$ cat config.mk
export PLATFORM = sky130hd
export DESIGN_NAME = arp_rx
export DESIGN_NICKNAME = d
export VERILOG_FILES = /design/src/rtl/arp_rx.sv
export SDC_FILE = /design/constraint.sdc
export NUM_CORES = 1
export LEC_CHECK = 0
export ABC_AREA = 1
export CAP_MARGIN = 20
export CORE_MARGIN = 1.5
export CORE_UTILIZATION = 29
export DETAILED_ROUTE_END_ITERATION = 10
export PLACE_DENSITY_LB_ADDON = 0.12
export SKIP_CTS_REPAIR_TIMING = 1
export SYNTH_ARGS = -nofsm -noshare
export SYNTH_HDL_FRONTEND = slang
export SYNTH_SLANG_ARGS = --single-unit
$ cat constraint.sdc
create_clock -name i_clk -period 16.4 [get_ports i_clk]
set_clock_uncertainty 0.15 [all_clocks]
set_input_delay 3.28 -clock i_clk [delete_from_list [all_inputs] [get_ports i_clk]]
set_output_delay 3.28 -clock i_clk [all_outputs]
set_load 0.03 [all_outputs]
$ cat src/rtl/arp_rx.sv
// rtl/arp_rx.sv - receive-side ARP parser: field capture, target check, peer publish
// Build option: define ARP_RX_STRICT_HDR_EN to also require HTYPE=1, PTYPE=0x0800, HLEN=6, PLEN=4.
module arp_rx #(
    parameter logic [31:0] P_SRC_IP = {8'd192, 8'd168, 8'd10, 8'd1}
) (
    input  logic        i_clk,
    input  logic        i_rst,
    input  logic [31:0] i_src_ip,
    input  logic        i_src_ip_valid,
    input  logic [7:0]  i_mac_data,
    input  logic        i_mac_valid,
    input  logic        i_mac_last,
    output logic        o_trig_reply,
    output logic        o_reply_rcvd,
    output logic [31:0] o_peer_ip,
    output logic [47:0] o_peer_mac,
    output logic        o_peer_valid
);

    localparam logic [1:0] S_IDLE  = 2'd0;
    localparam logic [1:0] S_RECV  = 2'd1;
    localparam logic [1:0] S_CHECK = 2'd2;

`ifdef ARP_RX_STRICT_HDR_EN
    localparam bit STRICT_HDR = 1'b1;
`else
    localparam bit STRICT_HDR = 1'b0;
`endif

    logic [1:0]  r_state;
    logic [1:0]  nxt_state;
    logic [5:0]  r_cnt;
    logic [5:0]  byte_off;
    logic [31:0] r_local_ip;

    // Captured ARP fields; THA is never consulted so it is not stored.
    logic [15:0] r_htype;
    logic [15:0] r_ptype;
    logic [7:0]  r_hlen;
    logic [7:0]  r_plen;
    logic [15:0] r_oper;
    logic [47:0] r_sha;
    logic [31:0] r_spa;
    logic [31:0] r_tpa;

    logic len_ok;
    logic oper_ok;
    logic tpa_ok;
    logic hdr_ok;
    logic accept;

    // Offset of the byte on i_mac_data: outside S_RECV a valid byte always starts a new frame.
    always_comb begin
        byte_off = 6'd0;
        if (r_state == S_RECV) begin
            byte_off = r_cnt;
        end
    end

    // Next-state logic; S_CHECK lasts one cycle but may absorb the first byte of the next frame.
    always_comb begin
        nxt_state = r_state;
        case (r_state)
            S_IDLE: begin
                if (i_mac_valid) begin
                    nxt_state = i_mac_last ? S_CHECK : S_RECV;
                end
            end
            S_RECV: begin
                if (i_mac_valid && i_mac_last) begin
                    nxt_state = S_CHECK;
                end
            end
            S_CHECK: begin
                if (i_mac_valid) begin
                    nxt_state = i_mac_last ? S_CHECK : S_RECV;
                end else begin
                    nxt_state = S_IDLE;
                end
            end
            default: nxt_state = S_IDLE;
        endcase
    end

    // State register.
    always_ff @(posedge i_clk or posedge i_rst) begin
        if (i_rst) begin
            r_state <= S_IDLE;
        end else begin
            r_state <= nxt_state;
        end
    end

    // Byte counter: restarts at 1 on a frame's first byte, saturates at 63, holds across gaps.
    always_ff @(posedge i_clk or posedge i_rst) begin
        if (i_rst) begin
            r_cnt <= 6'd0;
        end else if (i_mac_valid) begin
            if (r_state != S_RECV) begin
                r_cnt <= 6'd1;
            end else if (r_cnt != 6'd63) begin
                r_cnt <= r_cnt + 6'd1;
            end
        end
    end

    // Local IP register; a load in the S_CHECK cycle only affects the following frame.
    always_ff @(posedge i_clk or posedge i_rst) begin
        if (i_rst) begin
            r_local_ip <= P_SRC_IP;
        end else if (i_src_ip_valid) begin
            r_local_ip <= i_src_ip;
        end
    end

    // Field capture keyed on the byte offset; padding beyond offset 27 falls through.
    always_ff @(posedge i_clk or posedge i_rst) begin
        if (i_rst) begin
            r_htype <= 16'd0;
            r_ptype <= 16'd0;
            r_hlen  <= 8'd0;
            r_plen  <= 8'd0;
            r_oper  <= 16'd0;
            r_sha   <= 48'd0;
            r_spa   <= 32'd0;
            r_tpa   <= 32'd0;
        end else if (i_mac_valid) begin
            case (byte_off)
                6'd0:  r_htype[15:8] <= i_mac_data;
                6'd1:  r_htype[7:0]  <= i_mac_data;
                6'd2:  r_ptype[15:8] <= i_mac_data;
                6'd3:  r_ptype[7:0]  <= i_mac_data;
                6'd4:  r_hlen        <= i_mac_data;
                6'd5:  r_plen        <= i_mac_data;
                6'd6:  r_oper[15:8]  <= i_mac_data;
                6'd7:  r_oper[7:0]   <= i_mac_data;
                6'd8:  r_sha[47:40]  <= i_mac_data;
                6'd9:  r_sha[39:32]  <= i_mac_data;
                6'd10: r_sha[31:24]  <= i_mac_data;
                6'd11: r_sha[23:16]  <= i_mac_data;
                6'd12: r_sha[15:8]   <= i_mac_data;
                6'd13: r_sha[7:0]    <= i_mac_data;
                6'd14: r_spa[31:24]  <= i_mac_data;
                6'd15: r_spa[23:16]  <= i_mac_data;
                6'd16: r_spa[15:8]   <= i_mac_data;
                6'd17: r_spa[7:0]    <= i_mac_data;
                6'd24: r_tpa[31:24]  <= i_mac_data;
                6'd25: r_tpa[23:16]  <= i_mac_data;
                6'd26: r_tpa[15:8]   <= i_mac_data;
                6'd27: r_tpa[7:0]    <= i_mac_data;
                default: ;
            endcase
        end
    end

    // Acceptance terms, meaningful only while in S_CHECK.
    always_comb begin
        len_ok  = (r_cnt >= 6'd28);
        oper_ok = (r_oper == 16'd1) || (r_oper == 16'd2);
        tpa_ok  = (r_tpa == r_local_ip);
        hdr_ok  = !STRICT_HDR ||
                  ((r_htype == 16'h0001) && (r_ptype == 16'h0800) &&
                   (r_hlen == 8'd6) && (r_plen == 8'd4));
        accept  = (r_state == S_CHECK) && len_ok && oper_ok && tpa_ok && hdr_ok;
    end

    // Registered outputs: single-cycle pulses and held peer address on accept.
    always_ff @(posedge i_clk or posedge i_rst) begin
        if (i_rst) begin
            o_trig_reply <= 1'b0;
            o_reply_rcvd <= 1'b0;
            o_peer_valid <= 1'b0;
            o_peer_ip    <= 32'd0;
            o_peer_mac   <= 48'd0;
        end else begin
            o_trig_reply <= 1'b0;
            o_reply_rcvd <= 1'b0;
            o_peer_valid <= 1'b0;
            if (accept) begin
                o_peer_valid <= 1'b1;
                o_peer_ip    <= r_spa;
                o_peer_mac   <= r_sha;
                o_trig_reply <= (r_oper == 16'd1);
                o_reply_rcvd <= (r_oper == 16'd2);
            end
        end
    end

endmodule
## Word level (Yosys, flattened, before mapping)

Index checks and enable logic that the tools add are counted.

| storage, ports and cells | value |
|---|---|
| register bits | 251 |
| bits of input ports | 45 |
| output and inout bits | 83 |
| logic and storage cells | 87 |

| operators by class | value |
|---|---|
| add/subtract/negate cells | 1 |
| order comparisons | 1 |
| eq/ne operators | 25 |
| mux-type cells | 11 |
| reductions and logical operators | 25 |

Operators with widths:

| operator | count |
|---|---|
| 6-bit by 4-bit equality test with 1-bit output (second input constant) | 8 |
| 6-bit by 5-bit equality test with 1-bit output (second input constant) | 6 |
| 2-bit AND reduction | 18 |
| 32-bit equality test | 1 |
| 6-bit 2-to-1 mux | 3 |
| 16-bit by 1-bit equality test with 1-bit output (second input constant) | 1 |
| 16-bit by 2-bit equality test with 1-bit output (second input constant) | 1 |
| 6-bit by 3-bit equality test with 1-bit output (second input constant) | 2 |
| 2-bit 2-to-1 mux | 4 |
| 6-bit by 1-bit adder with 6-bit output (second input constant) | 1 |
| 6-bit by 5-bit greater-or-equal comparator with 1-bit output (second input constant) | 1 |
| 6-bit inequality test (second input constant) | 1 |
| 2-bit case mux with 3 select lines | 1 |
| 1-bit logical AND | 4 |
| 2-bit by 1-bit inequality test with 1-bit output (second input constant) | 2 |
| 1-bit 2-to-1 mux | 3 |
| 2-bit by 1-bit equality test with 1-bit output (second input constant) | 1 |
| 2-bit equality test (second input constant) | 1 |
| 2-bit zero test | 1 |
| 2-bit inequality test (second input constant) | 1 |
| 2-bit nonzero test | 1 |
| 1-bit logical OR | 1 |

## Depth between registers and ports, before layout

| logic depth | value |
|---|---|
| word-level depth | 5 |
| mapped depth | 13 |
| gate-level depth less buffers | 11 |

## Worst setup path before layout

Ideal clock, no wire load.

| path | value |
|---|---|
| path kind | input -> register |
| from | in i_src_ip_valid |
| to | reg r_local_ip[12] |
| setup time | 0.125 ns |
| arrival time | 4.186 ns |
| required time | 16.125 ns |
| slack | 11.939 ns |
| stages on the path | 3 |
| buffers on the path | 2 |
| path through | clkbuf_1 clkbuf_1 mux2_2 |

RTL lines:

| element | line | source |
|---|---|---|
| from (decl) | 9 | `input logic i_src_ip_valid,` |
| to (signal assigned) | 112 | `r_local_ip <= i_src_ip;` |
| to (decl) | 34 | `logic [31:0] r_local_ip;` |

No word-level cell between the ends.

## Worst setup path after layout

| path | value |
|---|---|
| from | reg o_peer_ip[12] |
| to | out o_peer_ip[12] |

RTL lines:

| element | line | source |
|---|---|---|
| from (decl) | 15 | `output logic [31:0] o_peer_ip,` |
| from (signal assigned) | 181 | `o_peer_ip <= r_spa;` |

No word-level cell between the ends.

==> results.cfg <==
[outcome]
status = complete, no violations

[power]
power.leakage_nw = 6.19
pwr-share-seq_pct = 47.7
power_mw = 1.39
switching_power_mw = 0.326
clkPwrFrac_pct = 46.0
switching_share_pct = 23.5
ir_worst_vdd_mv = 0.0721
cell_internal_pwr_mw = 1.06
p_per_area_nw_per_um2 = 108
combPwrFrac_pct = 6.3

[clocking]
htreeDepth = 1
tritoncts = done
cts_buffers = 29
clock-root-buffer = clkbuf_16
clkTransAtPathRegs_ps = 60
clock_path_buffers = 3
clock-sinks = 251
insertion_delay_ps = 550

[synthesis]
syn-num-nets = 1200
synth_area_leaders = dfrtp_1 (60%), nand2_1 (16%), o21ai_0 (7.8%)
ys_ff_latch = 251
netlist_area_sq_um = 10200
ys.flop_type = dfrtp_1
ys_async_sr_fraction_pct = 100
synth.distinct_cells = 24
synth_cells = 1153
yosysSeqAreaShare_pct = 61.6
syn_avg_cell_area_sq_um = 8.86
yosys.area.top_type = dfrtp_1
synth-edff-count = 0
synth.top_cell.area_share_pct = 59.5
yosysWarnings = 0

[finish]
nets = 1309
nFillCells = 3585
layout-drive-gt1-share_pct = 6.46
final_common_cell = nand2_1
final_area_sq_um = 12900
multi_input_area_sq_um = 3400
area_delta_synth_final_pct = 26.1
regArea_sq_um = 6290
mostFrequentLayoutCells = nand2_1 (429), dfrtp_1 (243), o21ai_0 (159), clkdlybuf4s50_1 (126), nand3_1 (100)
antennaDiodeCount = 0

[placement]
portBuffers = 127
place_congestion = 0.776
postPlaceCellArea_sq_um = 11900
dp_hpwl_mm = 16.4

[timing]
fin_tns_setup_ps = 0
rsz0062_at_grt = no
setup_violations = 0
drv_slew = 0
relSlewSlack_pct = 33.7
min_period_over_period_pct = 30.9
fmax_mhz = 197
finalCriticalPeriod_ps = 5070
worst_pin_slew_ps = 994
hold_viol_final = 0
whs_ps = 315

[worst_hold_path]
worstHoldPathType = reg -> reg

[route]
firstDrtPassIters = 4
vias = 7736
first_iter_violations = 487
wl_per_cell_um = 15.5
viasPerCell = 4.45
ant_nets = 0
routed_wl_mm = 27.0
drc = 0

[worst_setup_path]
cp.required_ps = 12970
cp.arrival_ps = 1640
timing.critical_path.fanout_max = 2
critPathKind = reg -> out
worstPathCellList = clkdlybuf4s50_1
path_buf_inv = 1
cp-start-kind = register
critPathMaxStageDelay_ps = 690
cp_slowest_cell = clkdlybuf4s50_1
cp_top_family = buffers and inverters
end_kind = primary output

[floorplan]
core_area_sq_um = 34600
io_pins = 128
std_cell_rows = 68
die_area_sq_um = 36400
die_y_um = 191
initial_core_util_pct = 29.5
die_w_um = 191

[global_routing]
grt_pass1_wl_mm = 44.0
antenna_found_initial = 0
overflow = 0
first_global_vias = 7754
grt_util_all_layers_pct = 15.4
grt_max_degree = 148

[job]
cap_violations = 0
[metrics by stage]
step                cells  util [%]  setup slack, ps
floorplan            1153         -             6080
global placement     1684      34.3            10750
detailed placement   1685      34.4            10770
CTS                  1739      37.1            11310
global route         1740      37.2            11150
finish               1740      37.2            11330
[sequential cells by signal, summed over array words and instances, names as in the netlist]
register / flops
o_peer_mac: 48
r_sha: 48
o_peer_ip: 32
r_local_ip: 32
r_spa: 32
r_tpa: 32
r_oper: 16
r_cnt: 6
r_state: 2
o_peer_valid: 1
o_reply_rcvd: 1
o_trig_reply: 1
[final timing paths]
| kind | start | to | slack (ps) | cells past startpoint |
|---|---|---|---|---|
| worst max-delay path | o_peer_ip[12]$_DFFE_PP0P_ | o_peer_ip[12] | 11330 | 1 |
| worst min-delay path | o_peer_mac[41]$_DFFE_PP0P_ | o_peer_mac[41]$_DFFE_PP0P_ | 320 | 2 |
| worst max register to register | r_local_ip[11]$_DFFE_PP1P_ | o_peer_mac[47]$_DFFE_PP0P_ | 13890 | 11 |
| worst min register to register | o_peer_mac[41]$_DFFE_PP0P_ | o_peer_mac[41]$_DFFE_PP0P_ | 320 | 2 |
| max in group asynchronous | i_rst | o_peer_ip[3]$_DFFE_PP0P_ | 11870 | 3 |
| min in group asynchronous | i_rst | o_peer_mac[43]$_DFFE_PP0P_ | 3040 | 2 |
[final cells by class]
type | instances | share of cell area (%)
Sequential cell | 251 | 48.8
Tap cell | 455 | 4.42
Timing Repair Buffer | 133 | 10.5
Inverter | 83 | 2.48
Clock inverter | 8 | 0.534
Multi-Input combinational cell | 764 | 26.4
Clock buffer | 46 | 6.90
[cell usage after synthesis, drive strengths merged (2+ instances only)]
cell type	count
nor2	43
dfrtp	243
ha	2
dfstp	8
nor4	3
nor3	3
nand3	101
nand2	430
a21oi	3
mux2	8
xnor2	8
o21ai	159
buf	25
clkbuf	30
inv	83
[kinds of logic after synthesis]
group	synth area share (%)
AO/OA/AOI/OAI	8.12
XOR/XNOR	0.771
adder cells (fa/ha/maj)	0.245
buffers and inverters	5.37
flip-flops	61.6
multiplexers	0.882
AND/OR/NAND/NOR	23.1
[power by group through the flow]
stage,logic [mW],clock network (mW),registers (mW)
global placement,0.0894,0,0.674
global route,0.103,0.684,0.667
finish,0.0879,0.640,0.663
CTS,0.0903,0.657,0.663
floorplan,0.0574,0,0.671
detailed placement,0.0901,0,0.674
[layer usage]
layer  routed length [um]  GRT usage (%)  vias up
li1                     -              -     3880
met1                13200           21.9     3683
met2                12300           24.8      141
met3                 1060           2.25       32
met4                  427           3.06        0
met5                    0              0        -
Note: power is estimated with default switching activity, not from simulation.
